File: src/rtl/memory_arbiter.sv
// Arbiter sharing one RAM port between the instruction-fetch and data-memory ports.
// Data wins by default; a run of data transfers while fetch waits eventually forces a fetch grant.
module memory_arbiter #(
  parameter int STARVE_LIMIT = 4
) (
  input  logic        CLK,
  input  logic        nRST,
  input  logic        iREN,
  input  logic [31:0] iaddr,
  output logic [31:0] iload,
  output logic        iwait,
  input  logic        dREN,
  input  logic        dWEN,
  input  logic [31:0] daddr,
  input  logic [31:0] dstore,
  output logic [31:0] dload,
  output logic        dwait,
  output logic        ramREN,
  output logic        ramWEN,
  output logic [31:0] ramaddr,
  output logic [31:0] ramstore,
  input  logic [31:0] ramload,
  input  logic [1:0]  ramstate,
  output logic        mem_err
);

  localparam int CNT_W = (STARVE_LIMIT < 1) ? 1 : $clog2(STARVE_LIMIT + 1);
  localparam logic [CNT_W-1:0] LIMIT_C = CNT_W'(STARVE_LIMIT);
  localparam logic [CNT_W-1:0] ONE_C   = CNT_W'(1);
  localparam logic [CNT_W-1:0] ZERO_C  = CNT_W'(0);

  localparam logic [1:0] RS_ACCESS = 2'd2;
  localparam logic [1:0] RS_ERROR  = 2'd3;

  typedef enum logic [1:0] {
    ST_IDLE   = 2'd0,
    ST_IGRANT = 2'd1,
    ST_DGRANT = 2'd2
  } state_t;

  state_t           state_r;
  state_t           state_next_s;
  logic [CNT_W-1:0] scnt_r;
  logic [CNT_W-1:0] scnt_next_s;
  logic             mem_err_r;
  logic             mem_err_next_s;

  logic dreq_s;
  logic access_s;
  logic error_s;
  logic i_done_s;
  logic d_done_s;

  // Request/RAM status decode shared by the FSM and the counter.
  always_comb begin
    dreq_s   = dREN | dWEN;
    access_s = (ramstate == RS_ACCESS);
    error_s  = (ramstate == RS_ERROR);
    // A withdrawn request never counts as a completed transfer.
    i_done_s = (state_r == ST_IGRANT) && iREN && access_s;
    d_done_s = (state_r == ST_DGRANT) && dreq_s && access_s;
  end

  // Grant state register.
  always_ff @(posedge CLK or negedge nRST) begin
    if (!nRST) begin
      state_r <= ST_IDLE;
    end else begin
      state_r <= state_next_s;
    end
  end

  // Next-state selection: arbitration happens only in IDLE.
  always_comb begin
    state_next_s = state_r;
    case (state_r)
      ST_IDLE: begin
        if (dreq_s && (!iREN || (scnt_r < LIMIT_C))) begin
          state_next_s = ST_DGRANT;
        end else if (iREN) begin
          state_next_s = ST_IGRANT;
        end else begin
          state_next_s = ST_IDLE;
        end
      end
      ST_IGRANT: begin
        if (!iREN || access_s) begin
          state_next_s = ST_IDLE;
        end else begin
          state_next_s = ST_IGRANT;
        end
      end
      ST_DGRANT: begin
        if (!dreq_s || access_s) begin
          state_next_s = ST_IDLE;
        end else begin
          state_next_s = ST_DGRANT;
        end
      end
      default: begin
        state_next_s = ST_IDLE;
      end
    endcase
  end

  // RAM-side drive and stall outputs, combinational from state and live requests.
  always_comb begin
    ramREN   = 1'b0;
    ramWEN   = 1'b0;
    ramaddr  = 32'h0000_0000;
    ramstore = 32'h0000_0000;
    iwait    = 1'b1;
    dwait    = 1'b1;
    case (state_r)
      ST_IDLE: begin
        ramREN = 1'b0;
      end
      ST_IGRANT: begin
        ramREN  = iREN;
        ramaddr = iaddr;
        iwait   = ~access_s;
      end
      ST_DGRANT: begin
        // A write takes precedence over a simultaneous read.
        ramWEN   = dWEN;
        ramREN   = dREN & ~dWEN;
        ramaddr  = daddr;
        ramstore = dstore;
        dwait    = ~access_s;
      end
      default: begin
        ramREN = 1'b0;
      end
    endcase
  end

  // Starvation counter next value: changes only on a completed transfer.
  always_comb begin
    scnt_next_s = scnt_r;
    if (d_done_s) begin
      if (iREN) begin
        scnt_next_s = (scnt_r < LIMIT_C) ? (scnt_r + ONE_C) : LIMIT_C;
      end else begin
        scnt_next_s = ZERO_C;
      end
    end else if (i_done_s) begin
      scnt_next_s = ZERO_C;
    end else begin
      scnt_next_s = scnt_r;
    end
  end

  // Starvation counter register.
  always_ff @(posedge CLK or negedge nRST) begin
    if (!nRST) begin
      scnt_r <= ZERO_C;
    end else begin
      scnt_r <= scnt_next_s;
    end
  end

  // Sticky error flag: any ERROR seen while a grant is held.
  always_comb begin
    if ((state_r != ST_IDLE) && error_s) begin
      mem_err_next_s = 1'b1;
    end else begin
      mem_err_next_s = mem_err_r;
    end
  end

  // Error flag register, cleared only by reset.
  always_ff @(posedge CLK or negedge nRST) begin
    if (!nRST) begin
      mem_err_r <= 1'b0;
    end else begin
      mem_err_r <= mem_err_next_s;
    end
  end

  assign iload   = ramload;
  assign dload   = ramload;
  assign mem_err = mem_err_r;

endmodule

File: config.mk
export PLATFORM = sky130hd
export DESIGN_NAME = memory_arbiter
export DESIGN_NICKNAME = d
export VERILOG_FILES = /design/src/rtl/memory_arbiter.sv
export SDC_FILE = /design/constraint.sdc
export NUM_CORES = 1
export LEC_CHECK = 0
export ABC_AREA = 1
export ABC_CLOCK_PERIOD_IN_PS = 1600
export CORE_AREA = 2 2 104 106
export CTS_CLUSTER_SIZE = 25
export DETAILED_ROUTE_END_ITERATION = 10
export DIE_AREA = 0 0 106 108
export DONT_BUFFER_PORTS = 1
export PLACE_DENSITY = 0.32
export SKIP_LAST_GASP = 1
export SYNTH_ARGS = -nofsm -noshare
export SYNTH_HDL_FRONTEND = slang
export SYNTH_SLANG_ARGS = --single-unit
File: constraint.sdc
create_clock -name CLK -period 1.6 [get_ports CLK]
set_clock_uncertainty 0.1 [all_clocks]
set_input_delay 0.32 -clock CLK [delete_from_list [all_inputs] [get_ports CLK]]
set_output_delay 0.32 -clock CLK [all_outputs]
set_load 0.03 [all_outputs]
* Word-level counts from Yosys, hierarchy flattened
Cells that the tools add are included.
** Word-level totals
- Flip-flop bits (word level) :: 6
- Input port bits :: 135
- Output and inout port bits :: 133
** Operators by class
- Add/sub/neg operators :: 1
- Magnitude comparators :: 1
- Equal/unequal tests :: 4
- Mux-type cells :: 15
- Bitwise operators :: 4
- Reduce and logical (&&, ||, !) cells :: 14
** Operators by type and width (number)
- 32-bit one-hot mux with 2 select lines :: 1
- 32-bit two-way mux :: 1
- 3-bit two-way mux :: 4
- 2-bit equality test, second input constant :: 3
- 1-bit logical AND :: 6
- 2-bit one-hot mux with 3 select lines :: 1
- 1-bit two-way mux :: 5
- 2-bit two-way mux :: 2
- 2-bit nonzero test :: 2
- 3-bit by 1-bit adder with 3-bit output, second input constant :: 1
- 1-bit logical OR :: 3
- 3-bit < comparator, second input constant :: 1
- 2-bit by 1-bit equality test with 1-bit output, second input constant :: 1
- 1-bit zero test :: 2
- 2-bit zero test :: 1
- 1-bit inverter :: 2
- 1-bit one-hot mux with 2 select lines :: 1
- 1-bit bitwise AND :: 1
- 1-bit OR :: 1

* Longest topological paths before layout
- Word-level depth :: 5
- Gate-level depth with buffers :: 8
- Depth with buffers taken out :: 7

* Worst setup path after synthesis
Ideal clock, no wire load.
- Path type :: register to output
- Start :: register state_r[0]
- End :: output ramREN
- Arrival time :: 1.416 ns
- Data required time :: 1.180 ns
- Setup slack :: -0.236 ns
- Cell stages (with the launch flop) :: 7
- Path buffers :: 2
- Cell sequence :: dfrtp_1 inv_1 ha_1 buf_4 buf_6 nand3_1 a21oi_1
** Between the ends
- Longest elaborated chain between the ends :: 2
** Ends and longest elaborated chain
- start: declaration :: RTL line 41 : state_t state_r;
- start signal: assignment :: RTL line 69 : state_r <= state_next_s;
- 2-bit equality test / 2-bit by 1-bit equality test with 1-bit output (equally long branches) :: RTL line 114 : case (state_r)
- 1-bit one-hot mux with 2 select lines (*) :: RTL line 114
- end: declaration :: RTL line 18 : output logic ramREN,
Every way passes the cells marked *; elsewhere a longest branch is shown, timed or not.

* Worst setup path in the final report
- Start :: register state_r[1]
- End :: output ramstore[25]
** Between the ends
- Longest elaborated chain between the ends :: 2
** Ends and longest elaborated chain
- 2-bit equality test :: RTL line 114
- 32-bit two-way mux :: RTL line 114
- end: declaration :: RTL line 21 : output logic [31:0] ramstore,
No other way between the ends.

==> results.py <==
metrics = {
    "timing": {
        "relSlewSlack_pct": 80.1,
        "period_share_pct": 118,
        "setup_slack_ns": -0.287,
        "finalMaxSlewViolations": 0,
        "hold_viol_final": 0,
        "tightest_slew_ns": 0.299,
        "min_period_ns": 1.89,
        "setup_viol": 68,
        "clock.fmax_mhz": 530,
        "rsz0062_at_grt": "yes",
        "holdWs_ns": 0.138,
    },
    "critical_path": {
        "worstPathRequired_ns": 1.18,
        "endpoint_kind": "output port",
        "critPathMaxFanout": 4,
        "cp-start-kind": "flip-flop",
        "worst-endpoint-arrival_ns": 1.47,
        "path_class": "reg -> out",
    },
    "finish": {
        "final_nets": 387,
        "final_cells": 381,
        "finish.instance_area_um2": 2330,
        "area_delta_synth_final_pct": 39.1,
        "antenna_cells": 0,
        "drive_gt1_share_pct": 50.6,
        "fillers": 1126,
    },
    "synthesis": {
        "syn_avg_cell_area_um2": 5.63,
        "synth_seq_cells": 6,
        "synthCells": 298,
        "async_flop_share_pct": 100,
        "synth_top_flop_cell": "dfrtp_1",
        "synth_top_cell_by_area": "buf_4",
        "yosys_warnings": 0,
        "yosysMostFrequentCell": "nand2_1",
        "yosys-top-cells-count": "113 x nand2_1, 72 x buf_4, 42 x inv_1, 35 x a21oi_1",
        "synth_top_area_share_pct": 32.2,
        "synth_edf_count": 0,
        "ys_types": 16,
        "ys_seq_area_share_pct": 8.96,
        "synth_area_leaders": "buf_4 32%, nand2_1 25%, a21oi_1 10%, inv_1 9.4%, dfrtp_1 9.0%",
        "syn_nets": 438,
        "syn_area_um2": 1680,
    },
    "global_route": {
        "grt-ovfl-total": 0,
        "grt_pass1_wl_mm": 9.12,
        "grt_pass1_vias": 1516,
        "antenna_found_initial": 0,
        "grt_use_total_pct": 10.4,
        "grt_start_max_net_pins": 30,
    },
    "route": {
        "drtIter0Drc": 78,
        "drc": 0,
        "drt_pass1_iterations": 4,
        "drt_wl_total_mm": 6.77,
        "drt-vias-per-instance": 4.11,
        "wire_per_inst_um": 17.8,
        "wl_met1_mm": 2.36,
        "routed.top_layer": "met4",
        "ant_nets": 0,
        "vias": 1566,
        "dr_wl_met2_mm": 3.61,
        "dr_wl_met3_um": 772,
    },
    "pwr": {
        "ir_drop_mv": 0.524,
        "p_switching_mw": 3.10,
        "p_leak_nw": 0.938,
        "p_per_area_nw_per_um2": 2120,
        "p_comb_share_pct": 90.9,
        "internal_power_mw": 1.84,
        "swShare_pct": 62.7,
        "clkPwrFrac_pct": 4.5,
        "p_seq_share_pct": 4.6,
        "power.total_mw": 4.94,
    },
    "place": {
        "port_buffers": 0,
        "place_inst": 369,
        "preCtsSetupSlack_ns": -0.116,
        "dpl_cell_area_um2": 1810,
        "gp_congestion": 0.675,
        "dp_hpwl_mm": 5.21,
    },
    "clock_network": {
        "numCtsBuffers": 3,
        "clock_sink_count": 6,
        "clockBufferDepth": 2,
        "cts_tree": "yes",
        "clkTransAtPathRegs_ns": 0.03,
        "root_buffer": "clkbuf_8",
        "clock_latency_ns": 0.22,
        "htreeDepth": 1,
    },
    "floorplan": {
        "die_w_um": 106,
        "ios": 268,
        "rows": 37,
        "initial_utilization_pct": 16.4,
        "core_um2": 10200,
        "die_h_um": 108,
        "die_area_um2": 11400,
    },
    "status": {
        "violations": "negative setup slack",
        "outcome": "finished, violations left",
    },
    "worst_hold_path": {
        "hold_class": "in -> reg",
    },
    "run": {
        "maxCapViolations": 0,
    },
}
## area by class of cell
| cell class | count | area, um^2 | share of cell area, % |
|---|---|---|---|
| clock buffer | 3 | 41.3 | 1.77 |
| inverter | 43 | 246 | 10.6 |
| multi-input combinational | 170 | 1370 | 58.7 |
| sequential | 6 | 150 | 6.44 |
| tap | 136 | 170 | 7.30 |
| timing repair buffer | 23 | 354 | 15.2 |
## what timing repair did
item                                   CTS  global route
resized for setup                       69            34
setup endpoints to repair               68            71
hold buffers                             1             0
endpoints found under the hold margin    6             0
cloned                                   4             0
buffers inserted                         2             2
pin swaps                               18            12
## layer usage
layer	vias up	GRT usage [%]
met3	2	4.04
met2	133	19.9
met1	710	11.3
met5	-	0
li1	721	-
met4	0	0.846
## flip-flops by register name, summed over array words and instances (netlist names)
signal	flops
mem_err	1
scnt_r	3
state_r	2
## path summary, 6_finish.rpt
| kind | start | to | slack (ns) | cells past startpoint |
|---|---|---|---|---|
| max in group asynchronous | nRST | state_r[1]$_DFF_PN0_ | 0.86 | 1 |
| min reg2reg | scnt_r[1]$_DFFE_PN0P_ | scnt_r[1]$_DFFE_PN0P_ | 0.41 | 2 |
| max reg2reg | state_r[1]$_DFF_PN0_ | scnt_r[0]$_DFFE_PN0P_ | 0.06 | 8 |
| min in group asynchronous | nRST | scnt_r[0]$_DFFE_PN0P_ | 0.32 | 1 |
| max | state_r[1]$_DFF_PN0_ | ramstore[25] | -0.29 | 6 |
| min | ramstate[1] | mem_err$_DFFE_PN0P_ | 0.14 | 2 |
## power groups by stage
stage	registers (mW)	clock network [mW]	logic (mW)
after detailed placement	0.230	0	3.59
final	0.230	0.221	4.49
after global routing	0.237	0.239	4.74
after floorplan	0.222	0	3.45
after global placement	0.228	0	3.58
after CTS	0.229	0.226	4.38
## stage by stage
stage               setup TNS, ns  util (%)
floorplan                  -0.360         -
global placement            -2.75      17.7
detailed placement          -3.05      17.7
CTS                        -16.01      21.4
global route               -19.58      22.8
finish                     -15.36      22.8
## cells by family after synthesis
logic type,count (synthesis),share of synthesized area (%)
buffers and inverters,122,45.1
AO/OA/AOI/OAI,37,11.3
flip-flops,6,8.95
adder cells (fa/ha/maj),5,3.73
AND/OR/NAND/NOR,128,30.9
## cell usage in the layout, fill, tap and decap left out, types with 2 or more instances in the layout
master / synthesis / layout
nand2_2: 0 / 5
inv_8: 0 / 5
buf_4: 72 / 9
buf_16: 0 / 3
inv_2: 1 / 13
nand3_1: 6 / 5
nor2_1: 4 / 4
nand3_2: 1 / 2
a21oi_1: 35 / 2
buf_12: 0 / 6
nand2_8: 0 / 6
dfrtp_1: 6 / 6
a21oi_4: 0 / 33
buf_8: 0 / 2
nand2_4: 1 / 11
nand2_1: 113 / 92
inv_1: 42 / 6
nor2_4: 2 / 2
ha_4: 0 / 3
inv_4: 0 / 19
o21bai_1: 2 / 2
clkbuf_8: 0 / 3
ha_1: 5 / 2
## critical path: stages, from the launching register on
cell and delay, ns:
dfrtp_1 0.39, buf_4 0.15, ha_4 0.18, buf_8 0.14, bufbuf_16 0.27, nand2_4 0.06
inv_4 0.06
(Power assumes the default switching activity.)
